`src/rtl/std_types.sv`:
```
// Shared width constants and enum types used across the request/dispatch datapath.
package std_types;

   localparam int U8  = 8;
   localparam int U16 = 16;
   localparam int U32 = 32;

   typedef enum logic {
      IDLE  = 1'b0,
      DRAIN = 1'b1
   } drain_state_e;

endpackage : std_types

```
`src/rtl/encoder.sv`:
```
// Leading-one encoder: code = (highest set index + 1), or 0 for an all-zero input.
module encoder #(
   parameter int DATA_WIDTH = 8
) (
   input  logic [DATA_WIDTH-1:0]         in_data,
   output logic [$clog2(DATA_WIDTH):0]   code
);

   localparam int CODE_BITS = $clog2(DATA_WIDTH) + 1;

   // Ascending scan so the last hit, i.e. the highest set bit, wins.
   always_comb begin
      code = '0;
      for (int i = 0; i < DATA_WIDTH; i++) begin
         if (in_data[i]) begin
            code = CODE_BITS'(i + 1);
         end
      end
   end

endmodule : encoder

```
`src/rtl/priority_drain.sv`:
```
// Accepts one request vector per handshake and emits its set bit indices one
// per output beat, highest first; the next vector may load on the final beat.
module priority_drain
   import std_types::*;
#(
   parameter  int DATA_WIDTH = U8,
   localparam int IDX_BITS   = $clog2(DATA_WIDTH)
) (
   input  logic                  clk,
   input  logic                  rst,
   input  logic                  in_valid,
   output logic                  in_ready,
   input  logic [DATA_WIDTH-1:0] in_data,
   output logic                  out_valid,
   input  logic                  out_ready,
   output logic [IDX_BITS-1:0]   out_index,
   output logic                  out_last,
   output logic                  busy
);

   localparam int CODE_BITS = IDX_BITS + 1;

   drain_state_e          state_q, state_d;
   logic [DATA_WIDTH-1:0] pending_q, pending_d;
   logic [DATA_WIDTH-1:0] clear_mask;
   logic [CODE_BITS-1:0]  enc_code;
   logic [IDX_BITS-1:0]   top_idx;
   logic                  single_bit;

   encoder #(
      .DATA_WIDTH (DATA_WIDTH)
   ) u_encoder (
      .in_data (pending_q),
      .code    (enc_code)
   );

   assign top_idx    = IDX_BITS'(enc_code - CODE_BITS'(1));
   assign single_bit = ((pending_q & (pending_q - DATA_WIDTH'(1))) == '0);
   assign clear_mask = DATA_WIDTH'(1) << top_idx;

   // Valid/ready: a transfer happens on a rising edge where both valid and
   // ready are high. in_ready in DRAIN follows out_ready combinationally so
   // the next vector can load on the edge that retires the final bit.
   always_comb begin
      state_d   = state_q;
      pending_d = pending_q;
      out_valid = (state_q == DRAIN);
      busy      = (state_q == DRAIN);
      out_index = out_valid ? top_idx : '0;
      out_last  = out_valid && single_bit;
      in_ready  = !rst && ((state_q == IDLE) || (out_ready && out_last));

      case (state_q)
         IDLE: begin
            if (in_valid && in_ready && (in_data != '0)) begin
               pending_d = in_data;
               state_d   = DRAIN;
            end
         end
         DRAIN: begin
            if (out_ready) begin
               if (!out_last) begin
                  pending_d = pending_q & ~clear_mask;
               end else begin
                  pending_d = '0;
                  state_d   = IDLE;
                  if (in_valid && in_ready && (in_data != '0)) begin
                     pending_d = in_data;
                     state_d   = DRAIN;
                  end
               end
            end
         end
         default: begin
            state_d   = IDLE;
            pending_d = '0;
         end
      endcase
   end

   always_ff @(posedge clk) begin
      if (rst) begin
         state_q   <= IDLE;
         pending_q <= '0;
      end else begin
         state_q   <= state_d;
         pending_q <= pending_d;
      end
   end

endmodule : priority_drain

```
`config.mk`:
```
export PLATFORM = sky130hd
export DESIGN_NAME = priority_drain
export DESIGN_NICKNAME = d
export VERILOG_FILES = /design/src/rtl/std_types.sv /design/src/rtl/encoder.sv /design/src/rtl/priority_drain.sv
export SDC_FILE = /design/constraint.sdc
export NUM_CORES = 1
export LEC_CHECK = 0
export ABC_CLOCK_PERIOD_IN_PS = 2050
export CORE_UTILIZATION = 44
export DETAILED_ROUTE_END_ITERATION = 10
export PLACE_DENSITY_LB_ADDON = 0.25
export SETUP_SLACK_MARGIN = 0.15
export SYNTH_ARGS = -nofsm -noshare
export SYNTH_HDL_FRONTEND = slang
export SYNTH_SLANG_ARGS = --single-unit
```
`constraint.sdc`:
```
create_clock -name clk -period 2.05 [get_ports clk]
set_input_delay 0.3075 -clock clk [delete_from_list [all_inputs] [get_ports clk]]
set_output_delay 0.3075 -clock clk [all_outputs]
set_load 0.02 [all_outputs]
```
Yosys cells after proc, flatten, opt, wreduce, memory -nomap -nowiden

Cells that the tools add are included.

Flip-flop bits (word level): 9
Logic and storage cells: 39
Output and inout port bits: 7
Bits of input ports: 12

Reduce and logical (&&, ||, !) cells: 10
Muxes and demuxes: 18
Eq/ne operators: 2
Bitwise logic cells: 4
Shifts and indexed selects: 1
Add/subtract/negate cells: 2

Operators by type and width:

| cell                                                                | count |
|---|---|
| 8-bit two-way mux                                                   | 4 |
| 3-bit two-way mux                                                   | 6 |
| 8-bit bitwise AND                                                   | 2 |
| 8-bit one-hot mux with 2 select lines                               | 1 |
| 8-bit logical NOT                                                   | 1 |
| 8-bit inverter                                                      | 1 |
| 8-bit nonzero test                                                  | 1 |
| 1-bit by 3-bit << shifter with 8-bit output (first input constant)  | 1 |
| 8-bit by 1-bit subtractor with 8-bit output (second input constant) | 1 |
| 1-bit logical AND                                                   | 5 |
| 1-bit two-way mux                                                   | 4 |
| 2-bit two-way mux                                                   | 2 |
| 3-bit by 1-bit subtractor with 3-bit output (second input constant) | 1 |
| 2-bit by 1-bit != test with 1-bit output (second input constant)    | 1 |
| 2-bit != test (second input constant)                               | 1 |
| 1-bit one-hot mux with 2 select lines                               | 1 |
| 2-bit AND reduction                                                 | 1 |
| 1-bit logical NOT                                                   | 1 |
| 1-bit logical OR                                                    | 1 |
| 1-bit inverter                                                      | 1 |

Longest topological paths before layout

Depth in word-level cells: 15
Mapped depth: 10
Gate-level depth less buffers: 10

Modules after synthesis

From an unflattened synthesis, not the netlist that was laid out.

Cells, all modules: 111
Area total of the unflattened synthesis: 865.8 µm²

Modules (own cells, without submodules):

| module         | cells each | times used | area an instance (µm²) | sequential area each (µm²) |
|---|---|---|---|---|
| priority_drain | 99         | 1          | 790.8                  | 180.2 |
| encoder        | 12         | 1          | 75.1                   | 0.0 |

Least setup slack after synthesis

No wires, ideal clock.

Path kind: register to output
Start: register pending_q[0]
End: output port in_ready
Path buffers: 0
Arrival time: 1.907 ns
Stages on the path, launching flop included: 6
Required time: 1.742 ns
Path slack: -0.164 ns
Cells stage by stage: dfxtp_1 -> or4_1 -> or4_1 -> nand3_2 -> a21bo_2 -> nor2b_1

Cells in the longest elaborated chain, start to end: 7

Ends and longest elaborated chain:

| what                                        | RTL line             | text |
|---|---|---|
| from (decl)                                 | priority_drain.sv:24 | `logic [DATA_WIDTH-1:0] pending_q, pending_d;` |
| from (signal assigned)                      | priority_drain.sv:87 | `pending_q <= pending_d;` |
| 8-bit by 1-bit subtractor with 8-bit output | priority_drain.sv:38 | `assign single_bit = ((pending_q & (pending_q - DATA_WIDTH'(1))) == '0);` |
| 8-bit bitwise AND (*)                       | priority_drain.sv:38 |  |
| 8-bit logical NOT (*)                       | priority_drain.sv:38 |  |
| 1-bit logical AND (*)                       | priority_drain.sv:50 | `out_last = out_valid && single_bit;` |
| 1-bit logical AND (*)                       | priority_drain.sv:51 | `in_ready = !rst && ((state_q == IDLE) \|\| (out_ready && out_last));` |
| 1-bit logical OR (*)                        | priority_drain.sv:51 |  |
| 1-bit logical AND (*)                       | priority_drain.sv:51 |  |
| to (decl)                                   | priority_drain.sv:12 | `output logic in_ready,` |

Every way passes the cells marked *; elsewhere a longest branch is shown, timed or not.

Worst setup path in the final report

Same ends and word-level chain as after synthesis.

==> results.md <==
* Global-route wire length before repair at 4320 um
* Area taken by multi-input logic gates at 709 um2
* DR vias at 1078
* Worst R2R Start: pending_q[0]
* PwrDens at 642 nW/um2
* Worst EP required at 1740 ps
* Worst setup path startpoint: pending_q[0]
* Internal at 570 uW
* Final Cycle Share at 117%
* Synthesized Nets at 116
* Initial Utilization at 47.5%
* Remaining Overflow, GRT at 0
* Hold WC Path Type: flop to flop
* Die Y at 45.4 um
* Run status: complete, but fails checks
* Fmax at 417 MHz
* Most frequent CP cell: or4_4
* Setup Viol. Count Final at 12
* DR iter-0 viols at 42
* Sequential Power Share at 22.5%
* HPWL after detailed placement at 2070 um
* Seq/Total Area, Yosys at 21.7%
* Core area at 1750 um2
* Ratio of cells with drive above 1 in the final layout at 46.1%
* Worst path bufs/invs at 1
* CTS tree: built
* Clk_lat worst skew at 270 ps
* Clock Power Share at 15.4%
* Complex-gate fraction of the synthesized area at 31.8%
* Crit end category: primary output
* Final ANT Viol Nets at 0
* CTS root buf: clkbuf_4
* Max Cap Viol at 0
* Hold slack at 579 ps
* Setup crit start kind: flop
* Pleak at 0.602 nW
* Post-synthesis mux area share at 4.83%
* Max Transition Viols Final at 0
* Main combinational cell family by area after synthesis: compound AO/OA/AOI/OAI gates
* Comb power frac at 62.1%
* Post-synth top area share at 21.7%
* Post-synth top area cell: dfxtp_1
* Slew @ Worst Pin at 432 ps
* DRT Wirelength at 3100 um
* Xor and xnor area share after synthesis at 2.11%
* CTS clock-pin slew for the worst setup and hold paths at 70 ps
* Main area contributors after synthesis: dfxtp_1 22%, ha_1 7.5%, a32o_1 6.0%
* Final TNS setup at -2120 ps
* Violated checks: setup timing
* # rows at 15
* Sw Pwr at 357 uW
* Critical path class: flop to primary output
* Fin crit period at 2400 ps
* Maximum vdd drop at 431 uV
* Post-Synthesis Cells at 99
* CP top delay family: simple AND/OR/NAND/NOR gates
* Post-detailed-route wirelength per cell at 17.3 um
* Pre-antenna DRT Iters at 4
* Util after Layout at 82.8%
* CP max stage cell: or4_4
* Final worst-path setup slack at -351 ps
* Worst path cell trace: or4_4 -> or4_4 -> nand3_4 -> a21bo_4 -> nor2b_4 -> buf_6
* Final Hold Vio Count at 0
* CTS max path bufs at 2
* Fillers at 98
* Syn avg cell area at 8.38 um2
* Min-delay src: pending_q[5]
* Largest net degree at the start of global routing at 11
* Number of antenna violations at the first check in global routing at 0
* Die Width at 45.4 um
* Ports at 19
* Critical path's largest stage delay at 540 ps
* Post-Syn Area at 830 um2
* Port bufs at 18
* Routability congestion estimate at 0.830
* P&R area growth vs syn at 74.2%
* Via density at 6.02
* Switching fraction of total power at 38.5%
* Storage cell area at 183 um2
* Simple-Gate Fraction of Synth Area at 25.2%
* Synth Warn # at 0
* Post-Synth Adder-Cell Area at 8.75%
* Seq cells post-synth at 9
* Total Die Area at 2060 um2
* Synth unique cells at 37
* Slew HR at 70.8%
* Setup Skew at 10.0 ps
* DRC Markers at 0
* Antenna Cells at 0
* CP Max Fanout at 3
* GRT Total Usage at 30.0%
* Final #Nets at 172
* Sink Count at 9
* WP data arrival at 2090 ps
* TritonCTS Buffers at 3
* Hold_buf cts at 0
* Vias in the first global route at 946
* H-tree levels at 1
* RSZ-0062 raised after global routing: yes
sequential cells by signal, summed over array words and instances, names as in the netlist:
| register | flops |
|---|---|
| busy | 1 |
| pending_q | 8 |
power by group through the flow:
stage	clock network (mW)	logic [mW]	registers, mW
global route	0.152	0.605	0.209
finish	0.143	0.576	0.208
global placement	0	0.428	0.208
detailed placement	0	0.444	0.209
floorplan	0	0.243	0.210
CTS	0.144	0.493	0.206
cell type report:
type / instances / area share (%)
Clock inverter: 1 / 0.346
Timing Repair Buffer: 56 / 33.2
Tap cell: 25 / 2.16
Multi-Input combinational cell: 81 / 49.1
Inverter: 4 / 1.04
Clock buffer: 3 / 1.56
Sequential cell: 9 / 12.6
through the flow:
stage	instances	setup slack [ps]	total power, mW	area, um2
floorplan	99	27.2	0.453	853
global placement	170	-468	0.635	1280
detailed placement	170	-559	0.653	1280
CTS	175	-342	0.843	1370
global route	179	-384	0.966	1450
finish	179	-351	0.927	1450
placed cells by master, fill, tap and decap left out, drive strengths merged, types with 4 or more instances in the layout:
cell / count
a32o: 5
buf: 43
clkdlybuf4s50: 13
dfxtp: 9
ha: 5
inv: 4
mux2i: 4
nand2b: 4
nand3: 7
nor2b: 6
o21ai: 6
o41ai: 4
or4: 5
worst paths after layout:
kind                  end  slack, ps  cells after the start
max reg2reg  pending_q[2]       -290                     12
min          pending_q[5]        580                      1
max              in_ready       -350                      6
min reg2reg  pending_q[5]        580                      1
metal layers:
metal	GRT usage [%]	up-vias	routed length (um)
met5	0	-	0
met4	6.06	0	37
met3	9.13	4	207
met2	50.0	49	1550
met1	38.0	522	1300
li1	-	503	-
Yosys cell counts:
| cell | count |
|---|---|
| nor2_1 | 3 |
| a21o_1 | 1 |
| nor4_1 | 1 |
| mux2i_1 | 4 |
| o41ai_1 | 4 |
| a32oi_1 | 2 |
| or3_1 | 1 |
| nand2b_1 | 4 |
| buf_4 | 1 |
| a21bo_2 | 1 |
| nand3_2 | 1 |
| buf_6 | 1 |
| o21ai_0 | 6 |
| a2111o_1 | 2 |
| a211oi_1 | 2 |
| buf_2 | 1 |
| nand3b_1 | 1 |
| a32o_1 | 5 |
| nor2b_1 | 6 |
| o211ai_1 | 2 |
| inv_1 | 4 |
| o21bai_1 | 2 |
| maj3_1 | 1 |
| nand3_1 | 6 |
| a31oi_1 | 3 |
| nor3b_1 | 1 |
| xnor2_1 | 2 |
| ha_1 | 5 |
| or4_1 | 5 |
| a2bb2oi_1 | 1 |
| a21oi_2 | 1 |
| clkbuf_1 | 2 |
| nand2_1 | 3 |
| nand4_1 | 1 |
| and2_1 | 2 |
| dfxtp_1 | 9 |
| a21oi_1 | 2 |
cells by family after synthesis:
group / Yosys count
xor+xnor: 2
mux: 4
buf+inv: 9
flops: 9
compound gates: 34
simple gates: 35
fa+ha+maj: 6
timing repair:
item                                    in CTS  in global routing
endpoints found under the setup margin      15                 14
setup buffers                                1                  4
pin swaps                                    8                  4
resized for setup                           41                 11
No activity file was read; power rests on OpenSTA's default activity.
